**src/rtl/font_fetch_ctrl.sv**
```systemverilog
// Text-mode scanline renderer: fetches character codes and font rows, serialises pixels,
// and shares the single-port font ROM with a low-priority CPU read-back path.
module font_fetch_ctrl #(
  parameter int unsigned COLS = 40
) (
  input  logic        clk,
  input  logic        reset,
  input  logic        line_start,
  input  logic [4:0]  row,
  input  logic [2:0]  scan,
  output logic [10:0] vram_ad,
  input  logic [7:0]  vram_dout,
  output logic [10:0] font_ad,
  output logic        font_ce,
  input  logic [7:0]  font_dout,
  output logic        pix_valid,
  output logic        pix,
  input  logic        pix_ready,
  output logic        line_done,
  input  logic        cpu_req,
  input  logic [10:0] cpu_ad,
  output logic        cpu_ack,
  output logic [7:0]  cpu_data
);

  localparam logic [6:0] ColLast = 7'(COLS - 1);

  typedef enum logic [2:0] {
    StIdle, StVaddr, StVcap, StFaddr, StFcap, StShift
  } state_e;

  state_e      state_q;
  logic [4:0]  row_q;
  logic [2:0]  scan_q;
  logic [6:0]  col_q;
  logic [7:0]  code_q;
  logic [7:0]  shreg_q;
  logic [2:0]  bitcnt_q;
  logic        line_done_q;
  logic        cpu_p1_q;
  logic        cpu_ack_q;
  logic [7:0]  cpu_data_q;

  logic [11:0] lin_addr;
  logic        ren_issue;
  logic        cpu_issue;
  logic        xfer;

  assign lin_addr  = 12'(row_q) * 12'(COLS) + 12'(col_q);
  assign vram_ad   = lin_addr[10:0];

  // Renderer owns the ROM in FADDR; a CPU read waits while one is still in flight.
  assign ren_issue = (state_q == StFaddr);
  assign cpu_issue = cpu_req & ~cpu_p1_q & ~cpu_ack_q & ~ren_issue & ~reset;
  assign font_ce   = ren_issue | cpu_issue;

  always_comb begin
    font_ad = '0;
    if (ren_issue) begin
      font_ad = {code_q, scan_q};
    end else if (cpu_issue) begin
      font_ad = cpu_ad;
    end
  end

  assign pix_valid = (state_q == StShift);
  assign pix       = shreg_q[7];
  assign xfer      = pix_valid & pix_ready;
  assign line_done = line_done_q;
  assign cpu_ack   = cpu_ack_q;
  assign cpu_data  = cpu_data_q;

  always_ff @(posedge clk or posedge reset) begin
    if (reset) begin
      state_q     <= StIdle;
      row_q       <= '0;
      scan_q      <= '0;
      col_q       <= '0;
      code_q      <= '0;
      shreg_q     <= '0;
      bitcnt_q    <= '0;
      line_done_q <= 1'b0;
    end else begin
      line_done_q <= 1'b0;
      case (state_q)
        StIdle: begin
          if (line_start) begin
            row_q   <= row;
            scan_q  <= scan;
            col_q   <= '0;
            state_q <= StVaddr;
          end
        end
        StVaddr: state_q <= StVcap;
        StVcap: begin
          code_q  <= vram_dout;
          state_q <= StFaddr;
        end
        StFaddr: state_q <= StFcap;
        StFcap: begin
          shreg_q  <= font_dout;
          bitcnt_q <= '0;
          state_q  <= StShift;
        end
        StShift: begin
          if (xfer) begin
            shreg_q  <= {shreg_q[6:0], 1'b0};
            bitcnt_q <= bitcnt_q + 3'd1;
            if (bitcnt_q == 3'd7) begin
              if (col_q == ColLast) begin
                state_q     <= StIdle;
                line_done_q <= 1'b1;
              end else begin
                col_q   <= col_q + 7'd1;
                state_q <= StVaddr;
              end
            end
          end
        end
        default: state_q <= StIdle;
      endcase
    end
  end

  // CPU read pipeline: issue, ROM latency cycle, then ack with captured data.
  always_ff @(posedge clk or posedge reset) begin
    if (reset) begin
      cpu_p1_q   <= 1'b0;
      cpu_ack_q  <= 1'b0;
      cpu_data_q <= '0;
    end else begin
      cpu_p1_q  <= cpu_issue;
      cpu_ack_q <= cpu_p1_q;
      if (cpu_p1_q) begin
        cpu_data_q <= font_dout;
      end
    end
  end

endmodule

```
**config.mk**
```make
export PLATFORM = sky130hd
export DESIGN_NAME = font_fetch_ctrl
export DESIGN_NICKNAME = d
export VERILOG_FILES = /design/src/rtl/font_fetch_ctrl.sv
export SDC_FILE = /design/constraint.sdc
export NUM_CORES = 1
export LEC_CHECK = 0
export ABC_CLOCK_PERIOD_IN_PS = 2200
export BUFFER_PORTS_ARGS = -buffer_cell sky130_fd_sc_hd__buf_2
export CORE_MARGIN = 5
export CORE_UTILIZATION = 40
export DETAILED_ROUTE_END_ITERATION = 16
export SLEW_MARGIN = 5
export SYNTH_ARGS = -nofsm -noshare
export SYNTH_HDL_FRONTEND = slang
export SYNTH_SLANG_ARGS = --single-unit
```
**constraint.sdc**
```tcl
create_clock -name clk -period 2.2 [get_ports clk]
set_input_delay 0.11 -clock clk [delete_from_list [all_inputs] [get_ports clk]]
set_output_delay 0.11 -clock clk [all_outputs]
set_load 0.02 [all_outputs]
```
==> results of run 1 <==
logic make-up after synthesis:
| group | Yosys count | share of synthesized area |
|---|---|---|
| flip-flops | 48 | 0.4653 |
| multiplexers | 34 | 0.1440 |
| XOR/XNOR | 8 | 0.02715 |
| AO/OA/AOI/OAI | 46 | 0.1251 |
| buffers and inverters | 22 | 0.04847 |
| adder cells (fa/ha/maj) | 15 | 0.07853 |
| AND/OR/NAND/NOR | 46 | 0.1115 |
layout by cell type, fill, tap and decap left out, types with 3 or more instances in the layout:
cell type  count
o21ai_2        3
buf_2         70
nor2_1         5
mux2i_1        9
ha_1           6
a21o_1         4
o21ai_0       12
buf_4         16
clkbuf_8       6
inv_1          9
nand3_1        3
nand4_1        3
nor2b_1        4
nand2_1       14
a22o_1         4
mux2_2        25
ha_4           5
dfrtp_1       47
xnor2_1        3
a21oi_1        6
a22o_2         9
power by group through the flow:
stage	clock network, uW	logic (uW)	registers, uW
3_5_place_dp	0	2290	1480
5_1_grt	610	2970	1540
6_report	545	2720	1480
2_1_floorplan	0	1610	1480
4_1_cts	571	2590	1480
3_3_place_gp	0	2240	1480
timing repair:
item | CTS | global route
hold buffers | 1 | 0
pin swaps | 8 | 13
endpoints found under the hold margin | 26 | 0
resized for setup | 19 | 10
setup buffers | 1 | 2
endpoints found under the setup margin | 4 | 15
per-layer routing:
layer / routed length [um] / track usage / part of all wire / vias up
met2: 2678 / 0.2341 / 0.48 / 50
met3: 388 / 0.04833 / 0.070 / 2
met4: 8 / 0.02233 / 0.0014 / 0
met5: 0 / 0 / 0 / -
li1: - / - / - / 947
met1: 2463 / 0.1706 / 0.44 / 910
state kept, by name (all words and copies together), names as in the netlist:
name	count
shreg_q	8
cpu_ack	1
bitcnt_q	3
code_q	8
cpu_data	8
row_q	5
cpu_p1_q	1
state_q	3
line_done	1
scan_q	3
col_q	7
area by class of cell:
class / instances / area (um^2) / area share
Multi-Input combinational cell: 149 / 1383 / 0.4170
Clock inverter: 1 / 7.507 / 0.002264
Inverter: 10 / 37.54 / 0.01132
Sequential cell: 48 / 1202 / 0.3626
Timing Repair Buffer: 89 / 503.0 / 0.1517
Tap cell: 77 / 96.34 / 0.02906
Clock buffer: 7 / 86.33 / 0.02604
how the worst min path moves through the flow:
stage | slack (ps) | end | startpoint
floorplan | 230 | row_q[1] | row[1]
CTS | 30 | row_q[3] | row[3]
finish | 40 | row_q[3] | row[3]
global route | 30 | code_q[2] | vram_dout[2]
global placement | 220 | code_q[0] | reset
detailed placement | 220 | cpu_p1_q | reset
per-stage QoR:
stage | setup WS [ps] | hold slack (ps) | std cells | setup TNS (ps) | utilization
after floorplan | 42.25 | 226.8 | 219 | 0 | -
after global placement | 68.52 | 222.9 | 369 | 0 | 0.4832
after detailed placement | -8.759 | 224.7 | 369 | -8.759 | 0.4832
after CTS | -198.3 | 32.49 | 379 | -429.8 | 0.5151
after global routing | -193.8 | 31.06 | 381 | -520.2 | 0.5252
final | -107.8 | 42.96 | 381 | -202.7 | 0.5252
==> impl_metrics.yaml, run 1 <==
clocking:
  path_clk_slew_ps: 90
  cts_root_buf: "clkbuf_8"
  cts_tree: "built"
  clockBufferDepth: 2
  numCtsBuffers: 5
  clock_latency_ps: 290
  cts_sinks: 48
  htreeDepth: 2
sta:
  skew_ps: 8.188
  slew_headroom: 0.5754
  hold_viol: 0
  layout_setup_ws_ps: -107.8
  tightest_slew_ps: 636.8
  rsz0062_at_grt: "yes"
  finalMaxSlewViolations: 0
  fin_crit_sh: 1.049
  finalCriticalPeriod_ps: 2308
  finalSetupViolations: 3
  fmax_ghz: 0.4333
outcome:
  violations: "setup timing"
  status: "finished, violations left"
setup_path:
  path_buf_inv: 1
  cp-end-kind: "output pin"
  worstReg2RegStart: "state_q[0]"
  r2r-end: "bitcnt_q[0]"
  r2r_slack_ps: 380
  critPathMaxFanout: 2
  critical_path_class: "reg2out"
  cp_slowest_cell: "fa_2"
  worstSetupEndpoint: "vram_ad[9]"
  cp.required_ps: 2090
  critPathLaunchType: "register"
  critical_path_depth: 7
  worst_path_most_repeated_cell: "ha_4"
  cp_cell_sequence: "ha_4, ha_4, fa_2, nand2_1, a21oi_2, xor2_2, buf_4"
  cp_top_family: "adder cells"
  crit_start: "row_q[1]"
  r2r_cells: 4
  max_stage_delay_ps: 540
  arrival_ps: 2200
layout:
  fill_cells: 616
  syn_to_final_growth_pct: 28.45
  diodes: 0
  final_nets: 358
  design_area_um2: 3316
  drive_gt1_frac: 0.5099
floorplanning:
  core-area_um2: 6314
  io_pins: 75
  dieArea_um2: 8160
  rows: 29
  start_util: 0.4088
  die_height_um: 90.33
  die_w_um: 90.33
power:
  switching_share: 0.4034
  seq_power_share: 0.312
  p_total_uw: 4742
  p_leak_uw: 0.001670
  irDropWorstVdd_mv: 1.836
  p_clk_frac: 0.115
  combPwrFrac: 0.573
  power.switching_uw: 1913
  p_int_uw: 2829
  powerDensity_nw_per_um2: 1430
route:
  antenna_left: 0
  drt_drc_violations_left: 0
  drt_iter0_drc: 50
  totalWireLength_mm: 5.538
  wl_per_cell_um: 14.54
  num_vias: 1909
  firstDrtPassIters: 4
  viasPerCell: 5.010
hold_path:
  min_path_type: "in2reg"
  hold_depth: 2
synthesis:
  synthFlopType: "dfrtp_1"
  postSynthAreaPerCell_um2: 11.79
  synth_nets: 274
  postSynthCellCount: 219
  synth_edf_count: 0
  synthArstFlopShare: 1.000
  synth_largest_area_cell: "dfrtp_1"
  yosysMostFrequentCell: "dfrtp_1"
  synth_top_area_share: 0.4653
  ys_seq_area_frac: 0.4653
  ys_ff_latch: 48
  synth_cell_types: 40
  yosysWarnings: 0
  yosys-top-cells-count: "dfrtp_1, mux2_2, nand2_1, o21ai_0, ha_1"
  yosys-top-cells-area: "dfrtp_1, mux2_2, ha_1, a22o_2, mux2i_1"
  syn_area_um2: 2581
grt:
  grt_pass1_vias: 2020
  grt_pass1_wl_mm: 9.487
  track_usage: 0.1375
  grt_max_degree: 29
  grt_overflow: 0
  grt_antenna_before_repair: 0
placement:
  place_area_um2: 3050
  finalWeightedCongestion: 0.7786
  port_buffers: 74
  dp_hpwl_mm: 4.166
job:
  timing.max_cap.violations: 0
Power figures use the tool's default switching activity.
==> run 2, diff against run 1 <==
==> constraint.sdc (replaced) <==
create_clock -name clk -period 2.2 [get_ports clk]
set_input_delay 0 -clock clk [delete_from_list [all_inputs] [get_ports clk]]
set_output_delay 0 -clock clk [all_outputs]
set_load 0.02 [all_outputs]
==> run 2 against run 1 <==
The flow now finishes without violations. Worst hold slack got worse by 3.0 ps. Die area did not move. Highest routed layer unchanged. Core utilization rose by 4.0 points. Count of clock-buffer cells in the layout fell by 1. Via count rose by 5.7%. Total power rose by 2.2%.
==> impl_metrics.yaml, run 2 (synthesized netlist as in run 1, its figures left out) <==
layout:
  diodes: 0
  final_common_cell: "buf_2"
  syn_to_final_growth_pct: 38.25
  final_nets: 385
  seq_area_um2: 1205
  fill_cells: 582
  layout_common_cells: "buf_2, dfrtp_1, mux2_2, dlygate4sd3_1, buf_4"
  multiInputGateArea_um2: 1374
  layoutNonFillerInstCount: 408
  final_core_util: 0.5652
  drive_gt1_frac: 0.4834
power:
  p_int_uw: 2914
  powerDensity_nw_per_um2: 1358
  irDropWorstVdd_mv: 1.347
  seq_power_share: 0.310
  switching_share: 0.3987
  power.switching_uw: 1933
  combPwrFrac: 0.578
  p_clk_frac: 0.111
  p_leak_uw: 0.001790
sta:
  finalCriticalPeriod_ps: 2181
  fmax_ghz: 0.4586
  hold_viol: 0
  tightest_slew_ps: 406.7
  slew_headroom: 0.7289
  skew_ps: 8.592
  tns_ps: 0
  fin_crit_sh: 0.9912
  finalMaxSlewViolations: 0
  finalSetupViolations: 0
  rsz0062_at_grt: "yes"
  layout_setup_ws_ps: 19.35
floorplanning:
  core-area_um2: 6314
  io_pins: 75
  die_height_um: 90.33
  start_util: 0.4088
  dieArea_um2: 8160
  die_w_um: 90.33
  rows: 29
clocking:
  path_clk_slew_ps: 90
  cts_sinks: 48
  clockBufferDepth: 2
  numCtsBuffers: 5
  htreeDepth: 2
  cts_tree: "built"
  cts_root_buf: "clkbuf_8"
  clock_latency_ps: 300
grt:
  grt_overflow: 0
  track_usage: 0.1433
  grt_pass1_wl_mm: 9.929
  grt_pass1_vias: 2054
  grt_max_degree: 23
  grt_antenna_before_repair: 0
hold_path:
  hold_start: "pix_ready"
  min_path_type: "in2reg"
  hold_depth: 3
  min_to: "line_done"
setup_path:
  arrival_ps: 2180
  cp_slowest_cell: "fa_2"
  worst_path_most_repeated_cell: "ha_4"
  critical_path_depth: 7
  r2r_slack_ps: 530
  cp-end-kind: "output pin"
  cp_top_family: "adder cells"
  critPathLaunchType: "register"
  cp.required_ps: 2200
  r2r_cells: 3
  r2r-end: "row_q[0]"
  cp_cell_sequence: "ha_4, ha_4, fa_2, nand2_2, a21oi_2, xor2_1, buf_4"
  critical_path_class: "reg2out"
  critPathMaxFanout: 3
  path_buf_inv: 1
  worstReg2RegStart: "state_q[2]"
  max_stage_delay_ps: 560
job:
  timing.max_cap.violations: 0
placement:
  dpl.cell_count: 366
  dp_slack_ps: 142.3
  port_buffers: 74
  dp_hpwl_mm: 4.145
  finalWeightedCongestion: 0.7999
route:
  viasPerCell: 4.946
  antenna_left: 0
  drt_iter0_drc: 59
  drt_drc_violations_left: 0
  wl_per_cell_um: 14.24
  totalWireLength_mm: 5.809
  num_vias: 2018
  firstDrtPassIters: 6
outcome:
  status: "completed"
==> run 2: cell count changes in the layout (fill, tap and decap cells not counted), sizes merged <==
cell | before | now
dlygate4sd3 | 1 | 25
buf | 88 | 91
clkinv | 0 | 2
clkbuf | 7 | 6
clkinvlp | 1 | 0
==> run 2: layout make-up <==
cell class	instances	share of cell area
timing repair buffer	116	0.2139
tap	77	0.02700
clock inverter	2	0.002805
multi-input combinational	149	0.3850
clock buffer	6	0.02314
inverter	10	0.01052
sequential	48	0.3377
==> run 2: what timing repair did <==
item,4_1_cts,5_1_grt
resized for setup,11,20
hold endpoints to repair,52,0
buffers inserted,5,4
pin swaps,6,14
hold buffers,25,0
setup endpoints to repair,4,13
cloned,0,0
==> run 2: per-stage QoR <==
stage          hold slack, ps  total power, uW  cell area [um^2]
6_report                39.95             4847              3568
5_1_grt                 40.14             5226              3568
4_1_cts                 27.48             4557              3452
3_5_place_dp           -12.44             3698              3020
3_3_place_gp           -21.09             3646              3020
2_1_floorplan           116.8             3068              2581
==> run 2: per-layer routing <==
metal | vias up | part of all wire | global-route usage
met1 | 954 | 0.47 | 0.1959
met5 | - | 0 | 0
met2 | 51 | 0.48 | 0.2268
li1 | 1009 | - | -
met4 | 0 | 0.0071 | 0.02605
met3 | 4 | 0.051 | 0.04333
==> run 2: worst max path at each step <==
stage | startpoint | slack, ps | end
global placement | row_q[1] | 190 | vram_ad[9]
global route | row_q[1] | -50 | vram_ad[9]
floorplan | row_q[1] | 110 | vram_ad[9]
detailed placement | row_q[1] | 140 | vram_ad[8]
finish | row_q[1] | 20 | vram_ad[9]
CTS | row_q[3] | -9 | vram_ad[9]
==> run 2: worst register-to-register path: stages (launching register included) <==
cell and delay (ps):
dfrtp_1 530, nor4b_4 420, buf_4 250, mux2_2 350
==> run 2: power by group through the flow <==
stage	clock network (uW)	logic (uW)	registers (uW)
6_report	539	2800	1500
5_1_grt	614	3060	1550
4_1_cts	563	2500	1500
3_5_place_dp	0	2210	1490
3_3_place_gp	0	2160	1490
2_1_floorplan	0	1590	1480
==> run 3, diff against run 2 <==
Settings changed: BUFFER_PORTS_ARGS -buffer_cell sky130_fd_sc_hd__buf_2 to not set, CTS_BUF_LIST set to sky130_fd_sc_hd__clkbuf_2 sky130_fd_sc_hd__clkbuf_4 sky130_fd_sc_hd__clkbuf_8, DONT_BUFFER_PORTS set to 1.
==> run 3 against run 2 <==
Final area fell by 9.6%. Critical endpoint unchanged. Largest cell class unchanged. Count of clock-buffer cells in the layout unchanged. First-iteration DRC count down 42%. Fmax shrank 0.55%.
==> impl_metrics.yaml, run 3 (synthesized netlist as in run 1, its figures left out) <==
grt:
  grt_pass1_wl_mm: 9.128
  grt_pass1_vias: 1874
  track_usage: 0.1340
  grt_max_degree: 31
  grt_overflow: 0
  grt_antenna_before_repair: 0
floorplanning:
  die_w_um: 90.33
  dieArea_um2: 8160
  die_height_um: 90.33
  core-area_um2: 6314
  rows: 29
  io_pins: 75
  start_util: 0.4088
sta:
  skew_ps: 11.32
  fmax_ghz: 0.4561
  tightest_slew_ps: 631.1
  finalCriticalPeriod_ps: 2193
  finalSetupViolations: 0
  layout_setup_ws_ps: 7.377
  hold_viol: 0
  finalMaxSlewViolations: 0
  rsz0062_at_grt: "yes"
  slew_headroom: 0.5792
  fin_crit_sh: 0.9966
route:
  antenna_left: 0
  viasPerCell: 5.305
  wl_met3_um: 342
  drt_drc_violations_left: 0
  totalWireLength_mm: 5.289
  wl_met1_mm: 2.382
  wl_per_cell_um: 15.65
  routed.top_layer: "met4"
  wl_met2_mm: 2.508
  firstDrtPassIters: 5
  drt_iter0_drc: 34
  num_vias: 1793
placement:
  dp_slack_ps: 121.9
  dp_hpwl_mm: 3.754
  port_buffers: 0
  finalWeightedCongestion: 0.7530
setup_path:
  critPathMaxFanout: 3
  cp_cell_sequence: "ha_4, ha_4, fa_2, nand2_2, a21oi_2, xor2_1, buf_4"
  cp-end-kind: "output pin"
  cp.required_ps: 2200
  critical_path_class: "reg2out"
  critPathLaunchType: "register"
  cp_top_family: "adder cells"
  arrival_ps: 2190
  worst_path_most_repeated_cell: "ha_4"
  max_stage_delay_ps: 570
  cp_slowest_cell: "fa_2"
  path_buf_inv: 1
clocking:
  cts_root_buf: "clkbuf_8"
  cts_sinks: 48
  htreeDepth: 2
  path_clk_slew_ps: 80
  numCtsBuffers: 5
  clock_latency_ps: 300
  clockBufferDepth: 2
  cts_tree: "built"
layout:
  final_core_util: 0.5109
  diodes: 0
  final_nets: 315
  fill_cells: 577
  syn_to_final_growth_pct: 24.96
  seq_area_um2: 1204
  final_common_cell: "dfrtp_1"
  layout_common_cells: "dfrtp_1, dlygate4sd3_1, mux2_2"
  drive_gt1_frac: 0.3295
  multiInputGateArea_um2: 1364
job:
  timing.max_cap.violations: 0
outcome:
  status: "completed"
power:
  irDropWorstVdd_mv: 1.545
  p_leak_uw: 0.001485
  p_total_uw: 4615
  powerDensity_nw_per_um2: 1431
hold_path:
  min_path_type: "in2reg"
[run 3: metrics by stage]
| step | hold WS (ps) | instances | TNS [ps] | instance area (um^2) |
|---|---|---|---|---|
| finish | 10.85 | 338 | 0 | 3226 |
| global route | 11.15 | 338 | -176.8 | 3226 |
| CTS | 2.782 | 335 | -26.67 | 3171 |
| detailed placement | -105.2 | 296 | 0 | 2680 |
| global placement | -106.9 | 296 | 0 | 2680 |
| floorplan | 116.8 | 219 | 0 | 2581 |
[run 3: repair_timing]
item                                    in CTS  in global routing
endpoints found under the setup margin       3                  4
hold buffers                                27                  0
setup buffers                                5                  3
pin swaps                                    6                  8
resized for setup                           12                 10
endpoints found under the hold margin       54                  0
[run 3: per-layer routing]
metal | global-route usage | up-vias
li1 | - | 861
met1 | 0.1771 | 866
met2 | 0.2128 | 60
met3 | 0.04333 | 6
met4 | 0.03350 | 0
met5 | 0 | -
[run 3: cell type report]
type	count	area share
timing repair buffer	46	0.1280
sequential	48	0.3732
tap	77	0.02987
multi-input combinational	149	0.4228
inverter	10	0.01164
clock inverter	2	0.01086
clock buffer	6	0.02366
[run 3: power breakdown]
| group | switching (uW) | total [uW] | leakage [uW] | internal, uW |
|---|---|---|---|---|
| registers | 397 | 1610 | 0.000599 | 1220 |
| logic | 1160 | 2370 | 0.000828 | 1210 |
| clock network | 287 | 637 | 0.0000586 | 350 |
| total | 1840 | 4620 | 0.00149 | 2770 |
[run 3: worst paths after layout]
check                            from     endpoint  slack, ps  cells after the start
setup reg to reg           state_q[0]  bitcnt_q[0]        390                      4
min in group asynchronous       reset   shreg_q[3]        160                      2
hold reg to reg            shreg_q[4]   shreg_q[4]        490                      2
setup / recovery             row_q[3]   vram_ad[9]          7                      7
max in group asynchronous       reset     row_q[4]       1290                      3
hold / removal                cpu_req     cpu_p1_q         10                      2
